==> src/rtl/mandelbrot_pkg.sv <==
// Shared definitions for the Mandelbrot pixel engine: default widths,
// fixed-point constants at the default Q4.12 format, the FSM state type and
// the colour mapping helper.
// Build option: MANDEL_BULB_CHECK_EN enables the period-2 bulb early exit.
package mandelbrot_pkg;

  localparam int DATA_W    = 16;
  localparam int FRAC_BITS = 12;
  localparam int CNT_W     = 16;
  localparam int TAG_W     = 20;

  // |z|^2 escape threshold: 4.0 with 2*FRAC_BITS fractional bits.
  localparam logic [2*DATA_W:0] ESCAPE_SQ = (2*DATA_W+1)'(1) << (2*FRAC_BITS + 2);

  // Period-2 bulb radius squared: 1/16 with 2*FRAC_BITS fractional bits.
  localparam logic [2*DATA_W+2:0] BULB_RADIUS_SQ = (2*DATA_W+3)'(1) << (2*FRAC_BITS - 4);

  // 1.0 in the coordinate format.
  localparam logic [DATA_W-1:0] ONE = 16'h1000;

  typedef enum logic [1:0] {
    IDLE = 2'd0,
    ITER = 2'd1,
    DONE = 2'd2
  } state_e;

  // Points that never escaped are black; escaped points use the low count
  // byte, with 0 lifted to 1 so an escaped pixel is never black.
  function automatic logic [7:0] colour_map(input logic is_inside, input logic [7:0] count_lo);
    if (is_inside)             return 8'h00;
    else if (count_lo == 8'h00) return 8'h01;
    else                       return count_lo;
  endfunction

endpackage

==> src/rtl/mandelbrot_pixel_engine_iter_step.sv <==
// Combinational datapath for one escape-time iteration: squares of z, the
// escape test, the next z, and (with MANDEL_BULB_CHECK_EN) the period-2
// bulb membership test on c.
module mandelbrot_iter_step
  import mandelbrot_pkg::*;
#(
  parameter int DATA_W    = mandelbrot_pkg::DATA_W,
  parameter int FRAC_BITS = mandelbrot_pkg::FRAC_BITS
) (
  input  logic signed [DATA_W-1:0] z_re,
  input  logic signed [DATA_W-1:0] z_im,
  input  logic signed [DATA_W-1:0] c_re,
  input  logic signed [DATA_W-1:0] c_im,
  output logic signed [DATA_W-1:0] z_re_next,
  output logic signed [DATA_W-1:0] z_im_next,
  output logic                     escape,
  output logic                     in_bulb
);

  localparam int MAG_W = 2*DATA_W + 1;

  // Package constants are scaled for the default format; any other format
  // derives its thresholds from FRAC_BITS directly.
  localparam bit PKG_FORMAT = (DATA_W == mandelbrot_pkg::DATA_W) &&
                              (FRAC_BITS == mandelbrot_pkg::FRAC_BITS);

  localparam logic [MAG_W-1:0] ESC_LIM =
    PKG_FORMAT ? ESCAPE_SQ : (MAG_W'(1) << (2*FRAC_BITS + 2));

  logic signed [2*DATA_W-1:0] zr2;
  logic signed [2*DATA_W-1:0] zi2;
  logic signed [2*DATA_W-1:0] zri;
  logic        [MAG_W-1:0]    mag;
  logic signed [MAG_W-1:0]    re_diff;
  logic signed [MAG_W-1:0]    im_dbl;
  logic        [DATA_W-1:0]   re_trunc;
  logic        [DATA_W-1:0]   im_trunc;

  assign zr2 = z_re * z_re;
  assign zi2 = z_im * z_im;
  assign zri = z_re * z_im;

  // Both squares are non-negative, so zero extension is exact.
  assign mag    = {1'b0, zr2} + {1'b0, zi2};
  assign escape = (mag >= ESC_LIM);

  assign re_diff = {zr2[2*DATA_W-1], zr2} - {zi2[2*DATA_W-1], zi2};
  assign im_dbl  = {zri, 1'b0};

  // Rescale to the coordinate format, then wrap to DATA_W; c is bounded so
  // the wrap never matters inside the escape radius.
  assign re_trunc = DATA_W'(re_diff >>> FRAC_BITS);
  assign im_trunc = DATA_W'(im_dbl >>> FRAC_BITS);

  assign z_re_next = re_trunc + c_re;
  assign z_im_next = im_trunc + c_im;

`ifdef MANDEL_BULB_CHECK_EN
  localparam logic [DATA_W-1:0] ONE_Q =
    PKG_FORMAT ? ONE : (DATA_W'(1) << FRAC_BITS);
  localparam logic [2*DATA_W+2:0] BULB_LIM =
    PKG_FORMAT ? BULB_RADIUS_SQ : ((2*DATA_W+3)'(1) << (2*FRAC_BITS - 4));

  logic signed [DATA_W:0]     cr1;
  logic signed [2*DATA_W+1:0] cr1_sq;
  logic signed [2*DATA_W-1:0] ci_sq;
  logic        [2*DATA_W+2:0] bulb_mag;

  // (c_re + 1)^2 + c_im^2 < 1/16 marks the period-2 bulb around -1.
  assign cr1      = {c_re[DATA_W-1], c_re} + {1'b0, ONE_Q};
  assign cr1_sq   = cr1 * cr1;
  assign ci_sq    = c_im * c_im;
  assign bulb_mag = {1'b0, cr1_sq} + {3'b000, ci_sq};
  assign in_bulb  = (bulb_mag < BULB_LIM);
`else
  assign in_bulb = 1'b0;
`endif

endmodule

==> src/rtl/mandelbrot_pixel_engine.sv <==
// Escape-time iteration core: accepts one point c with a pixel tag, iterates
// z := z^2 + c once per clock and returns the iteration count and colour.
// One result is produced per accepted point; the next point is taken only
// after the result handshake.
// Build option: MANDEL_BULB_CHECK_EN enables the period-2 bulb early exit.
module mandelbrot_pixel_engine
  import mandelbrot_pkg::*;
#(
  parameter int DATA_W    = mandelbrot_pkg::DATA_W,
  parameter int FRAC_BITS = mandelbrot_pkg::FRAC_BITS,
  parameter int CNT_W     = mandelbrot_pkg::CNT_W,
  parameter int TAG_W     = mandelbrot_pkg::TAG_W
) (
  input  logic                     clk,
  input  logic                     reset,
  input  logic [CNT_W-1:0]         max_iter,
  input  logic                     in_valid,
  output logic                     in_ready,
  input  logic signed [DATA_W-1:0] c_re,
  input  logic signed [DATA_W-1:0] c_im,
  input  logic [TAG_W-1:0]         in_tag,
  output logic                     out_valid,
  input  logic                     out_ready,
  output logic [CNT_W-1:0]         out_count,
  output logic [7:0]               out_colour,
  output logic [TAG_W-1:0]         out_tag,
  output logic                     busy
);

  state_e                   state;
  logic signed [DATA_W-1:0] c_re_q;
  logic signed [DATA_W-1:0] c_im_q;
  logic signed [DATA_W-1:0] z_re;
  logic signed [DATA_W-1:0] z_im;
  logic signed [DATA_W-1:0] z_re_next;
  logic signed [DATA_W-1:0] z_im_next;
  logic [CNT_W-1:0]         n;
  logic [CNT_W-1:0]         max_q;
  logic [TAG_W-1:0]         tag_q;
  logic                     escape;
  logic                     in_bulb;
  logic                     bulb_hit;
  logic                     at_limit;

  mandelbrot_iter_step #(
    .DATA_W    (DATA_W),
    .FRAC_BITS (FRAC_BITS)
  ) u_step (
    .z_re      (z_re),
    .z_im      (z_im),
    .c_re      (c_re_q),
    .c_im      (c_im_q),
    .z_re_next (z_re_next),
    .z_im_next (z_im_next),
    .escape    (escape),
    .in_bulb   (in_bulb)
  );

  // The bulb test depends only on c, so it is consulted on the first pass.
  assign bulb_hit = in_bulb && (n == '0);
  assign at_limit = (n == max_q);

  // Handshake FSM, iteration registers and registered result outputs.
  // NOTE: every register here is assigned with <= so all of them update from
  // the same pre-edge values; a blocking = would let later lines see new z/n.
  always_ff @(posedge clk or posedge reset) begin
    if (reset) begin
      state      <= IDLE;
      in_ready   <= 1'b1;
      busy       <= 1'b0;
      out_valid  <= 1'b0;
      out_count  <= '0;
      out_colour <= '0;
      out_tag    <= '0;
      z_re       <= '0;
      z_im       <= '0;
      n          <= '0;
      c_re_q     <= '0;
      c_im_q     <= '0;
      tag_q      <= '0;
      max_q      <= '0;
    end else begin
      case (state)
        IDLE: begin
          if (in_valid) begin
            c_re_q   <= c_re;
            c_im_q   <= c_im;
            tag_q    <= in_tag;
            max_q    <= max_iter;
            z_re     <= '0;
            z_im     <= '0;
            n        <= '0;
            in_ready <= 1'b0;
            busy     <= 1'b1;
            state    <= ITER;
          end
        end

        ITER: begin
          if (escape || at_limit || bulb_hit) begin
            // Escape wins; a bulb point is reported as never escaping.
            out_count <= (bulb_hit && !escape) ? max_q : n;
            out_tag   <= tag_q;
            state     <= DONE;
          end else begin
            z_re <= z_re_next;
            z_im <= z_im_next;
            n    <= n + 1'b1;
          end
        end

        DONE: begin
          if (!out_valid) begin
            // First DONE cycle maps the settled count to a colour.
            out_colour <= colour_map(out_count == max_q, out_count[7:0]);
            out_valid  <= 1'b1;
          end else if (out_ready) begin
            out_valid <= 1'b0;
            in_ready  <= 1'b1;
            busy      <= 1'b0;
            state     <= IDLE;
          end
        end

        default: begin
          state    <= IDLE;
          in_ready <= 1'b1;
          busy     <= 1'b0;
        end
      endcase
    end
  end

endmodule

==> config.mk <==
export PLATFORM = sky130hd
export DESIGN_NAME = mandelbrot_pixel_engine
export DESIGN_NICKNAME = d
export VERILOG_FILES = /design/src/rtl/mandelbrot_pkg.sv /design/src/rtl/mandelbrot_pixel_engine_iter_step.sv /design/src/rtl/mandelbrot_pixel_engine.sv
export SDC_FILE = /design/constraint.sdc
export NUM_CORES = 2
export LEC_CHECK = 0
export ABC_CLOCK_PERIOD_IN_PS = 8700
export CORE_ASPECT_RATIO = 0.5
export CORE_MARGIN = 4
export CORE_UTILIZATION = 40
export CTS_CLUSTER_DIAMETER = 30
export CTS_CLUSTER_SIZE = 28
export DETAILED_ROUTE_END_ITERATION = 8
export PLACE_DENSITY_LB_ADDON = 0.2
export SLEW_MARGIN = 15
export SYNTH_ARGS = -nofsm -noshare
export SYNTH_HDL_FRONTEND = slang
export SYNTH_SLANG_ARGS = --single-unit
==> constraint.sdc <==
create_clock -name clk -period 8.7 [get_ports clk]
set_clock_uncertainty 0.05 [all_clocks]
set_input_delay 1.74 -clock clk [delete_from_list [all_inputs] [get_ports clk]]
set_output_delay 1.74 -clock clk [all_outputs]
set_load 0.05 [all_outputs]
# Word level (Yosys, flattened, before mapping)
# Index checks and enable logic that the tools add are counted.
[totals]
ff_bits = 165
latch_bits = 0
mem_bits_rw = 0
mem_bits_ro = 0
input_bits = 72
memories = 0
[op_classes]
n_addsub = 5
mul = 3
n_div = 0
n_lt_le_gt_ge = 1
n_eq_ne = 9
n_shift = 0
mux = 24
bitwise_logic = 2
reduce_logical = 10
[ops]
columns = ["cell", "count"]
rows = [
  ["one-hot mux 16 bit (2 select lines)", 3],
  ["multiplier 16 x 16 -> 32 bit", 2],
  ["two-way mux 16 bit", 4],
  ["adder 32 x 32 -> 33 bit", 1],
  [">= comparator 33 x 27 -> 1 bit (second input constant)", 1],
  ["adder 16 bit", 2],
  ["equality test 16 bit", 2],
  ["subtractor 28 bit", 1],
  ["multiplier 16 x 16 -> 27 bit", 1],
  ["adder 16 x 1 -> 16 bit (second input constant)", 1],
  ["two-way mux 8 bit", 2],
  ["!= test 2 bit (second input constant)", 5],
  ["logical NOT 8 bit", 1],
  ["two-way mux 1 bit", 8],
  ["two-way mux 2 bit", 4],
  ["AND reduction 4 bit", 2],
  ["one-hot mux 1 bit (3 select lines)", 2],
  ["one-hot mux 2 bit (3 select lines)", 1],
  ["AND reduction 2 bit", 3],
  ["AND reduction 3 bit", 1],
  ["equality test 2 x 1 -> 1 bit (second input constant)", 1],
  ["equality test 2 bit (second input constant)", 1],
  ["logical NOT 2 bit", 1],
  ["NOT 1 bit", 2],
  ["other kinds (2)", 2],
]

# Logic depth before layout (Yosys ltp)
[depth]
depth_word = 6
mapped_depth = 44
mapped_depth_nobuf = 43

# Modules after synthesis
# From an unflattened synthesis, not the netlist that was laid out.
[hier_totals]
hier_cells = 4095
area_unflattened_um2 = 36581.3
[modules_own_cells]
columns = ["module", "n_inst", "cells_per_inst", "area_per_inst_um2"]
rows = [
  ["mandelbrot_iter_step", 1, 3360, 29278.1],
  ["mandelbrot_pixel_engine", 1, 735, 7303.3],
]

# Least setup slack after synthesis
# No wires, ideal clock.
[synth_path]
path_kind = "reg2reg"
start = "register z_im[8]"
end = "register z_re[15]"
arrival_ns = 8.692
required_time_ns = 8.519
path_slack_ns = -0.173
path_stages_with_launch = 40
path_buffers = 3
period_less_slack_ns = 8.873
path_cell_list = "dfrtp_1 > clkbuf_1 > buf_1 > nand2_1 > fa_1 > inv_1 > fa_1 > ha_1 > inv_1 > fa_1 > inv_1 > fa_1 > fa_1 > ha_1 > nor4_1 > o21ai_0 > a31oi_1 > o21bai_1 > [... 4 more ...] > ha_1 > nor3_1 > a211o_1 > o21a_1 > a211oi_2 > a21oi_1 > a221oi_2 > nor2_1 > nor2_1 > xnor2_1 > ha_1 > buf_1 > nand3_1 > and4_1 > a311oi_1 > nor4b_1 > a221oi_1 > nand3_1"
[synth_via]
elab_chain_cells = 6
[synth_rtl]
columns = ["item", "line_no", "source"]
rows = [
  ["start: declaration", "mandelbrot_pixel_engine.sv:34", "logic signed [DATA_W-1:0] z_im;"],
  ["start signal: assignment", "mandelbrot_pixel_engine.sv:107", "z_im <= z_im_next;"],
  ["multiplier 16 x 16 -> 32 bit *", "mandelbrot_pixel_engine_iter_step.sv:40", "assign zi2 = z_im * z_im;"],
  ["adder 32 x 32 -> 33 bit", "mandelbrot_pixel_engine_iter_step.sv:44", "assign mag = {1'b0, zr2} + {1'b0, zi2};"],
  [">= comparator 33 x 27 -> 1 bit", "mandelbrot_pixel_engine_iter_step.sv:45", "assign escape = (mag >= ESC_LIM);"],
  ["logical OR 1 bit", "mandelbrot_pixel_engine.sv:100", "if (escape || at_limit || bulb_hit) begin"],
  ["!= test 2 bit (no source line)", "--", ""],
  ["AND reduction 3 bit (no source line)", "--", ""],
  ["end signal: assignment", "mandelbrot_pixel_engine.sv:106", "z_re <= z_re_next;"],
  ["end: declaration", "mandelbrot_pixel_engine.sv:33", "logic signed [DATA_W-1:0] z_re;"],
]
# Every way passes the cells marked *; elsewhere a longest branch is shown, timed or not. The select of a mux whose other input is x is not followed.
# A chain may end at the register's enable or synchronous reset.

# Worst setup path after layout
[layout_path]
start = "register z_re[7]"
end = "register z_im[9]"
[layout_via]
elab_chain_cells = 6
[layout_rtl]
columns = ["item", "line_no", "source"]
rows = [
  ["multiplier 16 x 16 -> 32 bit", "mandelbrot_pixel_engine_iter_step.sv:39", "assign zr2 = z_re * z_re;"],
  ["adder 32 x 32 -> 33 bit", "mandelbrot_pixel_engine_iter_step.sv:44", ""],
  [">= comparator 33 x 27 -> 1 bit", "mandelbrot_pixel_engine_iter_step.sv:45", ""],
  ["logical OR 1 bit", "mandelbrot_pixel_engine.sv:100", ""],
  ["!= test 2 bit (no source line)", "--", ""],
  ["AND reduction 3 bit (no source line)", "--", ""],
]
# Parallel ways exist; a longest one is shown, timed or not. The select of a mux whose other input is x is not followed.

==> flow_summary.json <==
{
  "syn_area_um2": 36100,
  "ys_ff_latch": 165,
  "die_w_um": 433,
  "grt_pass1_wl_mm": 164,
  "cp.required_ns": 9.00,
  "synthArstFlopShare": 1.00,
  "multi_input_area_um2": 29200,
  "synth.net_count": 5093,
  "drive_above_1_share": 0.203,
  "ir_drop_v": 0.000556,
  "reg2reg_depth": 40,
  "path_clk_slew_ns": 0.11,
  "pwr-share-clk": 0.072,
  "cts_buffers": 17,
  "fill_cells": 8220,
  "numClockSinks": 165,
  "worstSetupPathType": "reg -> reg",
  "synth_compound_area_frac": 0.0629,
  "vias": 28200,
  "first_iter_violations": 1284,
  "fin_crit_ns": 8.86,
  "synthMuxAreaShare": 0.0152,
  "htreeDepth": 4,
  "io_pins": 119,
  "crit_fanout": 8,
  "cp_slowest_stage_delay_ns": 0.59,
  "avgSynthCellArea_um2": 9.03,
  "min_from": "tag_q[17]",
  "area_growth_pct": 24.9,
  "synth_xor_area_frac": 0.0497,
  "coreArea_um2": 88800,
  "finalNetCount": 5645,
  "timing.rr.start": "z_re[7]",
  "synth_top_family_by_area": "adder cells",
  "hold_path_class": "reg -> reg",
  "ff_latch_area_um2": 4150,
  "cts-root-buf": "clkbuf_16",
  "rrSetupSlack_ns": -0.16,
  "synth_cell_types": 92,
  "max-clock-path-buffers": 2,
  "routed_wl_mm": 103,
  "status": "finished with violations",
  "timing.max_cap.violations": 0,
  "finalPower_mw": 12.2,
  "failed_checks": "negative setup slack",
  "cp_common_cell": "buf_4",
  "synthCells": 3994,
  "finalWeightedCongestion": 0.891,
  "synth_fa_ha_area_frac": 0.501,
  "firstDrtPassIters": 5,
  "wl_per_cell_um": 18.0,
  "worst_pin_slew_ns": 0.965,
  "die_area_um2": 95300,
  "final_hold_viol_count": 0,
  "hold_end": "tag_q[17]",
  "critPathLaunch": "z_re[7]",
  "cp_slowest_cell": "fa_1",
  "antenna_left": 0,
  "synth_seq_area_share": 0.115,
  "power.switching_mw": 5.96,
  "clock_latency_ns": 0.48,
  "yosysWarnings": 0,
  "vias_per_cell": 4.91,
  "slew_viol_final": 0,
  "die_h_um": 220,
  "p_int_mw": 6.29,
  "powerDensity_nw_per_um2": 272,
  "synth_edf_count": 0,
  "grt_overflow": 0,
  "holdWs_ns": 0.432,
  "comb_power_share": 0.825,
  "critical_path_arrival_ns": 9.16,
  "synth_ff_type": "dfrtp_1",
  "fin_ws_ns": -0.155,
  "cp-end-kind": "flip-flop",
  "setup_tns_ns": -6.12,
  "startpoint_type": "flip-flop",
  "start_util": 0.406,
  "swShare": 0.487,
  "drc": 0,
  "seqPwrFrac": 0.103,
  "r2r-end": "z_im[9]",
  "leakage_nw": 22.5,
  "grt.total_usage": 0.219,
  "timing.slew.headroom": 0.356,
  "finalSetupViolations": 77,
  "port_buffers": 118,
  "rows": 77,
  "final_util": 0.507,
  "grt_pass1_vias": 30200,
  "min_path_cells": 2,
  "max_freq_ghz": 0.113,
  "synthSimpleGateAreaFrac": 0.140,
  "cts_tree": "yes",
  "rsz0062_at_grt": "yes",
  "dp_worst_setup_slack_ns": -0.668,
  "dpl.hpwl_mm": 84.0,
  "fin_crit_sh": 1.02,
  "antenna_found_initial": 3,
  "grt_max_degree": 100
}
layer usage:
metal,routed length [um],GRT usage,vias to the layer above
li1,-,-,13100
met1,46700,0.300,14400
met2,49600,0.372,582
met3,5280,0.0359,113
met4,1750,0.0382,2
met5,13,0,-
cell type report:
type	count	area share
antenna	2	0.000111
clock buffer	17	0.00944
clock inverter	15	0.00439
inverter	965	0.0807
multi-input combinational	2717	0.649
sequential	165	0.0921
tap	1185	0.0329
timing repair buffer	680	0.131
cells in the mapped netlist (all sizes together) (13+ instances only):
cell type	number	area, um2
nand2	553	2080
o21a	15	113
xnor2	152	1330
nor3	37	185
xor2	50	438
ha	332	4150
o21ai	88	448
dfrtp	164	4100
nor2	168	631
mux2	39	548
buf	19	108
a21oi	107	536
nand2b	25	156
and3	14	87.6
clkbuf	128	482
nand3	59	313
a31oi	13	96.3
nor2b	25	156
nand4	24	156
a21o	29	218
fa	695	13900
inv	957	3590
and2	151	947
cell usage in the layout, fill, tap and decap left out, types with 18 or more instances in the layout:
cell type	n
nand2b_1	22
o21ai_1	36
dfrtp_1	150
nor2b_1	23
inv_1	941
clkbuf_16	26
nor2_1	157
and2_1	143
nand2_1	542
xor2_1	46
ha_1	302
buf_4	498
nor3_1	26
o21ai_2	18
a21oi_2	31
xnor2_1	136
nand4_1	23
a21oi_1	70
mux2_4	33
fa_1	673
fa_2	22
clkdlybuf4s50_1	118
buf_6	35
o21ai_0	33
nand3_2	23
a21o_1	29
nand3_1	32
ha_4	23
sequential cells by signal (all words and copies together), names as in the netlist, 8 cells and up:
signal      cells
out_tag        20
n              16
tag_q          20
max_q          16
z_re           16
out_colour      8
c_im_q         16
out_count      16
c_re_q         16
z_im           16
what timing repair did:
item	in CTS	in global routing
setup buffers	24	46
resized for setup	109	271
setup endpoints to repair	86	86
cloned	0	11
hold buffers	0	0
pin swaps	56	105
how the worst max path moves through the flow:
| stage | slack, ns | cells after the start | end |
|---|---|---|---|
| after floorplan | -0.04 | 37 | z_re[15] |
| after CTS | -0.05 | 37 | z_re[15] |
| final | -0.16 | 40 | z_im[9] |
| after detailed placement | -0.67 | 39 | z_re[15] |
| after global placement | -0.53 | 39 | z_re[15] |
| after global routing | -0.45 | 46 | z_re[15] |
power by group through the flow:
stage | Sequential [mW] | Clock (mW) | Combinational, mW
after floorplan | 1.38 | 0 | 4.56
after global placement | 1.28 | 0 | 8.28
after detailed placement | 1.28 | 0 | 8.40
after CTS | 1.27 | 0.890 | 8.79
after global routing | 1.29 | 0.920 | 10.9
final | 1.27 | 0.882 | 10.1
critical path, delay by kind of cell, from the launching register on:
| family | cells | cell delay (ns) |
|---|---|---|
| DFF | 1 | 0.47 |
| AOI/OAI and AO/OA | 10 | 1.70 |
| and+or+nand+nor | 5 | 0.72 |
| xor gates and xnor gates | 2 | 0.37 |
| buffers and inverters | 15 | 2.10 |
| adders and majority gates | 8 | 3.31 |
stage by stage:
| stage | instances | area [um2] |
|---|---|---|
| 6_report | 5746 | 45100 |
| 5_1_grt | 5744 | 45100 |
| 4_1_cts | 5687 | 43200 |
| 3_5_place_dp | 5631 | 41900 |
| 3_3_place_gp | 5631 | 41900 |
| 2_1_floorplan | 3994 | 36100 |
cells by family (layout without fill, tap and decap cells):
group	Yosys count	count (layout)
AND/OR/NAND/NOR	1102	1102
adder cells (fa/ha/maj)	1027	1027
other	0	2
multiplexers	39	39
flip-flops	165	165
AO/OA/AOI/OAI	346	346
XOR/XNOR	203	203
buffers and inverters	1112	1677
Note: power is estimated with default switching activity, not from simulation.
